--- src/rtl/pipe_pkg.sv ---
// Shared definitions for pipeline stage registers.
//   ST_EMPTY / ST_ONE / ST_FULL : stage states; the encoding doubles as occupancy.
//   IDEX_W                      : width of the ID/EX bundle, used by instantiating stages.
package pipe_pkg;

  localparam logic [1:0] ST_EMPTY = 2'd0;
  localparam logic [1:0] ST_ONE   = 2'd1;
  localparam logic [1:0] ST_FULL  = 2'd2;

  localparam int IDEX_W = 75;

endpackage

--- src/rtl/sat_counter.sv ---
// Saturating up-counter, cleared only by reset.
// Ports:
//   CLK_PIPE : clock, rising edge
//   RST      : synchronous reset, active-low
//   INC      : count enable for this cycle
//   CNT      : current count; sticks at all-ones instead of wrapping
module sat_counter #(
  parameter int W = 16
) (
  input  logic         CLK_PIPE,
  input  logic         RST,
  input  logic         INC,
  output logic [W-1:0] CNT
);

  // NOTE: sequential state uses non-blocking assignments so every flop samples
  // pre-edge values regardless of evaluation order between always blocks.
  always_ff @(posedge CLK_PIPE) begin
    if (!RST) begin
      CNT <= '0;
    end else if (INC && (CNT != {W{1'b1}})) begin
      CNT <= CNT + 1'b1;
    end
  end

endmodule

--- src/rtl/pipe_stage_reg.sv ---
// Pipeline stage register with valid/ready handshake and a one-entry skid
// buffer, so IN_READY comes straight from a flop rather than from OUT_READY.
// Ports:
//   CLK_PIPE  : clock, rising edge
//   RST       : synchronous reset, active-low
//   FLUSH     : synchronous kill of all held entries (input that cycle dropped)
//   IN_VALID / IN_READY / IN_DATA    : upstream handshake and payload
//   OUT_VALID / OUT_READY / OUT_DATA : downstream handshake and payload
//   OCC       : entries held (0..2)
//   STALL_CNT : saturating count of cycles with OUT_VALID=1 and OUT_READY=0
module pipe_stage_reg
  import pipe_pkg::*;
#(
  parameter int DATA_W         = IDEX_W,
  parameter bit CLEAR_ON_FLUSH = 1'b1,
  parameter int CNT_W          = 16
) (
  input  logic              CLK_PIPE,
  input  logic              RST,
  input  logic              FLUSH,
  input  logic              IN_VALID,
  output logic              IN_READY,
  input  logic [DATA_W-1:0] IN_DATA,
  output logic              OUT_VALID,
  input  logic              OUT_READY,
  output logic [DATA_W-1:0] OUT_DATA,
  output logic [1:0]        OCC,
  output logic [CNT_W-1:0]  STALL_CNT
);

  logic [1:0]        state, state_next;
  logic [DATA_W-1:0] main_q, main_d;
  logic [DATA_W-1:0] skid_q, skid_d;
  logic              in_ready_q;
  logic              in_fire, out_fire;

  assign in_fire  = IN_VALID & in_ready_q;
  assign out_fire = OUT_VALID & OUT_READY;

  // NOTE: every variable driven here gets a default first, so no path through
  // the case leaves it unassigned and no latch is inferred.
  always_comb begin
    state_next = state;
    main_d     = main_q;
    skid_d     = skid_q;
    if (FLUSH) begin
      state_next = ST_EMPTY;
      if (CLEAR_ON_FLUSH) begin
        main_d = '0;
        skid_d = '0;
      end
    end else begin
      case (state)
        ST_EMPTY: begin
          if (in_fire) begin
            main_d     = IN_DATA;
            state_next = ST_ONE;
          end
        end
        ST_ONE: begin
          if (in_fire && out_fire) begin
            // Streaming: the leaving entry is replaced in place.
            main_d = IN_DATA;
          end else if (in_fire) begin
            skid_d     = IN_DATA;
            state_next = ST_FULL;
          end else if (out_fire) begin
            state_next = ST_EMPTY;
          end
        end
        ST_FULL: begin
          // IN_READY is low here, so only the drain side can move.
          if (out_fire) begin
            main_d     = skid_q;
            state_next = ST_ONE;
          end
        end
        default: state_next = ST_EMPTY;
      endcase
    end
  end

  // NOTE: the data registers are reset as well as the control state, because
  // OUT_DATA is observable while OUT_VALID=0 and must read as zero after reset.
  always_ff @(posedge CLK_PIPE) begin
    if (!RST) begin
      state      <= ST_EMPTY;
      main_q     <= '0;
      skid_q     <= '0;
      in_ready_q <= 1'b0;
    end else begin
      state      <= state_next;
      main_q     <= main_d;
      skid_q     <= skid_d;
      in_ready_q <= (state_next != ST_FULL);
    end
  end

  assign IN_READY  = in_ready_q;
  assign OUT_VALID = (state != ST_EMPTY);
  assign OUT_DATA  = main_q;
  assign OCC       = state;

  sat_counter #(
    .W (CNT_W)
  ) u_stall_cnt (
    .CLK_PIPE (CLK_PIPE),
    .RST      (RST),
    .INC      (OUT_VALID & ~OUT_READY),
    .CNT      (STALL_CNT)
  );

endmodule

--- config.mk ---
export PLATFORM = sky130hd
export DESIGN_NAME = pipe_stage_reg
export DESIGN_NICKNAME = d
export VERILOG_FILES = /design/src/rtl/pipe_pkg.sv /design/src/rtl/sat_counter.sv /design/src/rtl/pipe_stage_reg.sv
export SDC_FILE = /design/constraint.sdc
export NUM_CORES = 1
export LEC_CHECK = 0
export BUFFER_PORTS_ARGS = -buffer_cell sky130_fd_sc_hd__buf_2
export CORE_MARGIN = 3
export CORE_UTILIZATION = 35
export CTS_CLUSTER_DIAMETER = 40
export DETAILED_ROUTE_END_ITERATION = 8
export PLACE_DENSITY_LB_ADDON = 0.15
export SLEW_MARGIN = 25
export SYNTH_ARGS = -nofsm -noshare
export SYNTH_HDL_FRONTEND = slang
export SYNTH_HIERARCHICAL = 1
export SYNTH_SLANG_ARGS = --single-unit
export TNS_END_PERCENT = 20
--- constraint.sdc ---
create_clock -name CLK_PIPE -period 2.3 [get_ports CLK_PIPE]
set_clock_uncertainty 0.2 [all_clocks]
set_input_delay 0 -clock CLK_PIPE [delete_from_list [all_inputs] [get_ports CLK_PIPE]]
set_output_delay 0 -clock CLK_PIPE [all_outputs]
set_load 0.01 [all_outputs]
# ---- Word-level counts from Yosys, hierarchy flattened
# Index checks and enable logic that the tools add are counted.
dict set report word_totals {
  ff_bits 169
  in_bits 80
  out_inout_bits 95
  elab_cells 38
}
dict set report op_classes {
  add_sub_neg 1
  eq_ne 7
  n_mux 11
  bitwise_logic 6
  n_reduce_logical 8
}
# cell n
set op_table {}
lappend op_table {{two-way mux 75 bit} 3}
lappend op_table {{one-hot mux 75 bit (3 select lines)} 1}
lappend op_table {{adder 16 x 1 -> 16 bit, second input constant} 1}
lappend op_table {{!= test 16 bit, second input constant} 1}
lappend op_table {{two-way mux 2 bit} 6}
lappend op_table {{!= test 2 bit, second input constant} 4}
lappend op_table {{one-hot mux 2 bit (3 select lines)} 1}
lappend op_table {{AND reduction 4 bit} 1}
lappend op_table {{bitwise AND 1 bit} 3}
lappend op_table {{inverter 1 bit} 3}
lappend op_table {{AND reduction 3 bit} 1}
lappend op_table {{nonzero test 3 bit} 1}
lappend op_table {{equality test 2 x 1 -> 1 bit, second input constant} 1}
lappend op_table {{equality test 2 bit, second input constant} 1}
lappend op_table {{logical AND 1 bit} 2}
lappend op_table {{zero test 2 bit} 1}
lappend op_table {{nonzero test 2 bit} 1}
lappend op_table {{OR reduction 2 bit} 1}

# ---- Logic depth before layout (Yosys ltp)
dict set report depth {
  ltp_word 8
  depth_mapped 7
  mapped_depth_nobuf 6
}

# ---- Cells and area by module
# The synthesis kept the hierarchy.
# mod n_inst cells_each area_each_um2 seq_area_each_um2
set modules_own_cells {}
lappend modules_own_cells {pipe_stage_reg 1 682 6118.4 3062.9}
lappend modules_own_cells {sat_counter 1 97 837.1 320.3}

# ---- Least setup slack after synthesis
# No wires, ideal clock.
dict set report synth_timing {
  path_type {register -> register}
  start {register state[1] (netlist: OCC[1])}
  end {register u_stall_cnt.CNT[7]}
  setup_time_ps 71
  t_arrival_ps 1867
  required_time_ps 2029
  slack_ps 162
  path_stages_with_launch 7
  n_path_buf 1
  period_less_slack_ps 2138
  cell_sequence {dfxtp_1 -> buf_2 -> or2_2 -> nor2b_1 -> nand2_1 -> or4_1 -> a21oi_1}
}
dict set report synth_via {
  elab_chain_len 3
}
# element line
set synth_rtl {}
lappend synth_rtl {{from (decl)} pipe_stage_reg.sv:31} ;# logic [1:0] state, state_next;
lappend synth_rtl {{from (signal assigned)} pipe_stage_reg.sv:92} ;# state <= state_next;
lappend synth_rtl {{nonzero test 2 bit} pipe_stage_reg.sv:100} ;# assign OUT_VALID = (state != ST_EMPTY);
lappend synth_rtl {{named net OUT_VALID} pipe_stage_reg.sv:24} ;# output logic OUT_VALID,
lappend synth_rtl {{bitwise AND 1 bit} pipe_stage_reg.sv:109} ;# .INC (OUT_VALID & ~OUT_READY),
lappend synth_rtl {{logical AND 1 bit} sat_counter.sv:21} ;# end else if (INC && (CNT != {W{1'b1}})) begin
lappend synth_rtl {{to (signal assigned)} sat_counter.sv:22} ;# CNT <= CNT + 1'b1;
lappend synth_rtl {{to (decl)} sat_counter.sv:13} ;# output logic [W-1:0] CNT
# The timed path passes the listed nets, and every way through them passes these cells.
# A chain may end at the register's enable or synchronous reset.

# ---- Final worst setup path
dict set report layout_timing {
  start {register state[0] (netlist: OCC[0])}
  end {register u_stall_cnt.CNT[13]}
}
dict set report layout_via {
  elab_chain_len 3
}
# element line
set layout_rtl {}
lappend layout_rtl {{nonzero test 2 bit} pipe_stage_reg.sv:100}
lappend layout_rtl {{bitwise AND 1 bit} pipe_stage_reg.sv:109}
lappend layout_rtl {{logical AND 1 bit} sat_counter.sv:21}
# Every way passes these cells.

==> impl_metrics.prom <==
# TYPE chip_impl_metric gauge
chip_impl_info{name="worstSetupEndpointType",value="flip-flop"} 1
chip_impl_metric{name="place.gp.congestion",unit=""} 0.752
chip_impl_metric{name="grt_first_pass_wirelength",unit="µm"} 30400
chip_impl_metric{name="area_taken_by_multi_input_logic_gates",unit="µm²"} 3200
chip_impl_metric{name="required",unit="ps"} 2450
chip_impl_info{name="regToRegEndpoint",value="u_stall_cnt/CNT[13]"} 1
chip_impl_metric{name="dpl_worst_slack",unit="ps"} 270
chip_impl_metric{name="finalSetupViolCount",unit=""} 0
chip_impl_metric{name="ioPinCount",unit=""} 175
chip_impl_metric{name="route.antenna.remaining_nets",unit=""} 0
chip_impl_metric{name="postSynthAreaPerCell",unit="µm²"} 8.93
chip_impl_metric{name="drt_pre_antenna_iters",unit=""} 7
chip_impl_info{name="min-delay-start",value="IN_DATA[60]"} 1
chip_impl_metric{name="die_x",unit="µm"} 147
chip_impl_metric{name="max_cap_viol_count",unit=""} 0
chip_impl_metric{name="placement_rows",unit=""} 50
chip_impl_metric{name="clk_transition_reported_paths",unit="ps"} 70
chip_impl_metric{name="antenna_found_initial",unit=""} 0
chip_impl_metric{name="route.detailed.wl_per_inst",unit="µm"} 14.5
chip_impl_info{name="cts-root-buf",value="sky130_fd_sc_hd__clkbuf_16"} 1
chip_impl_metric{name="first_iter_violations",unit=""} 264
chip_impl_info{name="cp-start-kind",value="flip-flop"} 1
chip_impl_info{name="hold_class",value="input port to flip-flop"} 1
chip_impl_info{name="critical_path.reg2reg.startpoint",value="OCC[0]"} 1
chip_impl_metric{name="critical_path_arrival",unit="ps"} 2190
chip_impl_metric{name="synth_seq_cells",unit=""} 169
chip_impl_metric{name="cts-resized-gates",unit=""} 0
chip_impl_info{name="critical_path.startpoint",value="OCC[0]"} 1
chip_impl_metric{name="initial_cell_density_of_the_core",unit="%"} 36.5
chip_impl_metric{name="layout-area-overhead-vs-synth",unit="%"} 35.8
chip_impl_info{name="critical_path_class",value="flip-flop to flip-flop"} 1
chip_impl_metric{name="dp_hpwl",unit="µm"} 11200
chip_impl_metric{name="synth-warning-count",unit=""} 6
chip_impl_metric{name="worst_ir_drop_vdd",unit="mV"} 0.463
chip_impl_metric{name="final_period_minus_worst_setup_slack",unit="ps"} 2030
chip_impl_metric{name="port_buffers",unit=""} 174
chip_impl_metric{name="post_cts_setup_buffer_count",unit=""} 0
chip_impl_metric{name="hold-path-cell-count",unit=""} 4
chip_impl_metric{name="final_report_hold_violation_count",unit=""} 0
chip_impl_metric{name="share_of_synthesized_flip_flops_with_an_asynchronous_set_or_reset",unit="%"} 0
chip_impl_metric{name="max_slew_headroom",unit="%"} 55.7
chip_impl_metric{name="final_routed_wirelength_across_all_metal_layers",unit="µm"} 18600
chip_impl_metric{name="postCtsHoldBufs",unit=""} 79
chip_impl_info{name="grt_setup_unrepaired",value="no"} 1
chip_impl_metric{name="drive_above_1_share",unit="%"} 25.3
chip_impl_metric{name="groute.usage.overall",unit="%"} 17.2
chip_impl_metric{name="nFillCells",unit=""} 1808
chip_impl_metric{name="worst_margin_pin_slew",unit="ps"} 664
chip_impl_metric{name="min_hold_slack",unit="ps"} 160
chip_impl_metric{name="first_global_vias",unit=""} 5830
chip_impl_metric{name="nNetsFinal",unit=""} 1089
chip_impl_metric{name="maximum_number_of_pins_on_one_net_before_global_route_repair",unit=""} 76
chip_impl_metric{name="htreeDepth",unit=""} 4
chip_impl_metric{name="overflow",unit=""} 0
chip_impl_metric{name="design_power_total",unit="µW"} 6470
chip_impl_metric{name="syn_area",unit="µm²"} 6960
chip_impl_metric{name="synthCells",unit=""} 779
chip_impl_metric{name="worst_case_register_to_register_setup_slack",unit="ps"} 270
chip_impl_metric{name="synth.yosys.seq_area_share",unit="%"} 48.6
chip_impl_metric{name="synth-edff-count",unit=""} 0
chip_impl_info{name="ys.flop_type",value="sky130_fd_sc_hd__dfxtp_1"} 1
chip_impl_metric{name="syn-num-nets",unit=""} 860
chip_impl_metric{name="max_clock_freq",unit="MHz"} 492
chip_impl_metric{name="synth.lib_cells_used.distinct",unit=""} 45
chip_impl_metric{name="vias",unit=""} 6120
chip_impl_metric{name="post_layout_util",unit="%"} 49.5
chip_impl_metric{name="viasPerCell",unit=""} 4.78
chip_impl_metric{name="leakage",unit="µW"} 0.00421
chip_impl_metric{name="die_area",unit="µm²"} 21600
chip_impl_metric{name="numCtsBuffers",unit=""} 17
chip_impl_metric{name="cts.sink_count",unit=""} 169
chip_impl_metric{name="timing.reg2reg.worst_path_depth",unit=""} 5
chip_impl_metric{name="cts.path.max_buffers",unit=""} 2
chip_impl_info{name="outcome",value="finished clean"} 1
chip_impl_metric{name="tns",unit="ps"} 0
chip_impl_info{name="cts_tree",value="yes"} 1
chip_impl_metric{name="clock_insertion_delay_worst_skew",unit="ps"} 420
chip_impl_metric{name="die_height",unit="µm"} 147
chip_impl_metric{name="design.core.area",unit="µm²"} 19100
chip_impl_metric{name="final-seq-area",unit="µm²"} 3380
chip_impl_metric{name="maxSlewViolCount",unit=""} 0
chip_impl_metric{name="pwr_density_cell",unit="nW/µm²"} 685
chip_impl_metric{name="worst_slack",unit="ps"} 266
chip_impl_info{name="whs_endpoint",value="skid_q[60]"} 1
chip_impl_metric{name="fin_crit_sh",unit="%"} 88.4
chip_impl_metric{name="cp_max_fo",unit=""} 10
chip_impl_metric{name="n_antenna_cell",unit=""} 0
chip_impl_metric{name="post-route-drc-count",unit=""} 0
==> cell usage after synthesis, types with 2 or more instances <==
cell | count | area share (%)
sky130_fd_sc_hd__dfxtp_1 | 169 | 49
sky130_fd_sc_hd__nand2_1 | 162 | 8.7
sky130_fd_sc_hd__a21oi_1 | 134 | 9.6
sky130_fd_sc_hd__mux2i_1 | 79 | 11
sky130_fd_sc_hd__o21ai_0 | 54 | 3.9
sky130_fd_sc_hd__a21oi_2 | 25 | 3.1
sky130_fd_sc_hd__o21ai_1 | 25 | 1.8
sky130_fd_sc_hd__clkbuf_1 | 20 | 1.1
sky130_fd_sc_hd__buf_2 | 15 | 1.1
sky130_fd_sc_hd__buf_6 | 14 | 2.3
sky130_fd_sc_hd__buf_4 | 6 | 0.65
sky130_fd_sc_hd__nand3_1 | 6 | 0.43
sky130_fd_sc_hd__nor2_1 | 6 | 0.32
sky130_fd_sc_hd__clkbuf_2 | 5 | 0.36
sky130_fd_sc_hd__nand2b_1 | 5 | 0.45
sky130_fd_sc_hd__o31ai_1 | 5 | 0.54
sky130_fd_sc_hd__or4_1 | 5 | 0.54
sky130_fd_sc_hd__inv_1 | 4 | 0.22
sky130_fd_sc_hd__nor2b_1 | 4 | 0.36
sky130_fd_sc_hd__and4_1 | 3 | 0.38
sky130_fd_sc_hd__nand4_1 | 3 | 0.27
sky130_fd_sc_hd__nor4_1 | 3 | 0.27
sky130_fd_sc_hd__or3_1 | 3 | 0.27
sky130_fd_sc_hd__nand3b_1 | 2 | 0.22
sky130_fd_sc_hd__nor3_1 | 2 | 0.14
==> logic make-up (layout without fill, tap and decap cells) <==
| group | Yosys count | in the layout | synth area share (%) |
|---|---|---|---|
| AO/OA/AOI/OAI | 251 | 251 | 20.2 |
| buffers and inverters | 64 | 306 | 5.65 |
| multiplexers | 79 | 79 | 11.4 |
| flip-flops | 169 | 169 | 48.6 |
| adder cells (fa/ha/maj) | 1 | 1 | 0.180 |
| AND/OR/NAND/NOR | 213 | 213 | 13.7 |
| XOR/XNOR | 2 | 2 | 0.252 |
==> area by class of cell <==
| cell class | instances | share of cell area, % |
|---|---|---|
| multi-input combinational | 546 | 33.9 |
| timing repair buffer | 270 | 20.3 |
| sequential | 169 | 35.8 |
| tap | 260 | 3.44 |
| inverter | 4 | 0.159 |
| clock inverter | 14 | 1.74 |
| clock buffer | 18 | 4.65 |
==> worst max path at each step <==
stage | endpoint | slack [ps]
detailed placement | u_stall_cnt/CNT[7] | 270
global placement | u_stall_cnt/CNT[7] | 300
global route | u_stall_cnt/CNT[13] | 40
finish | u_stall_cnt/CNT[13] | 270
floorplan | u_stall_cnt/CNT[7] | 160
CTS | u_stall_cnt/CNT[9] | 260
==> report_power, final <==
part           internal (µW)  switching [µW]  total [µW]
clock                   1660            1260        2930
sequential              2980            27.5        3000
combinational            260             275         535
total                   4900            1570        6470
==> cell usage in the layout (no fill, tap or decap), types with 4 or more instances in the layout <==
cell,n
sky130_fd_sc_hd__dlygate4sd3_1,79
sky130_fd_sc_hd__or4_1,5
sky130_fd_sc_hd__buf_12,10
sky130_fd_sc_hd__clkbuf_16,17
sky130_fd_sc_hd__dfxtp_1,169
sky130_fd_sc_hd__a21oi_2,25
sky130_fd_sc_hd__o21ai_1,25
sky130_fd_sc_hd__inv_1,4
sky130_fd_sc_hd__o21ai_0,54
sky130_fd_sc_hd__buf_4,7
sky130_fd_sc_hd__a21oi_1,134
sky130_fd_sc_hd__nand3_1,6
sky130_fd_sc_hd__buf_2,174
sky130_fd_sc_hd__mux2i_1,79
sky130_fd_sc_hd__nor2_1,6
sky130_fd_sc_hd__nand2_1,162
sky130_fd_sc_hd__o31ai_1,5
==> layer usage <==
metal	routed length (µm)	GRT usage, %
met1	9020	22.7
met2	8530	27.9
met3	801	4.32
met4	289	5.31
met5	0	0
==> worst max-delay path: stages (launching register included) <==
cell and delay, ps:
sky130_fd_sc_hd__dfxtp_1 460, sky130_fd_sc_hd__or2_2 170, sky130_fd_sc_hd__nor2b_1 220, sky130_fd_sc_hd__nand2_1 260, sky130_fd_sc_hd__or4_1 520, sky130_fd_sc_hd__a21oi_1 150
==> flip-flops by register name, indices dropped and copies added (netlist names) <==
signal and cells:
OCC 2, OUT_DATA 75, u_stall_cnt/CNT 16, IN_READY 1, skid_q 75
==> stage by stage <==
step | cells | instance area [µm²]
after detailed placement | 1170 | 8050
after global routing | 1281 | 9450
after global placement | 1170 | 8050
final | 1281 | 9450
after floorplan | 779 | 6960
after CTS | 1281 | 9450
No activity file was read; power rests on OpenSTA's default activity.
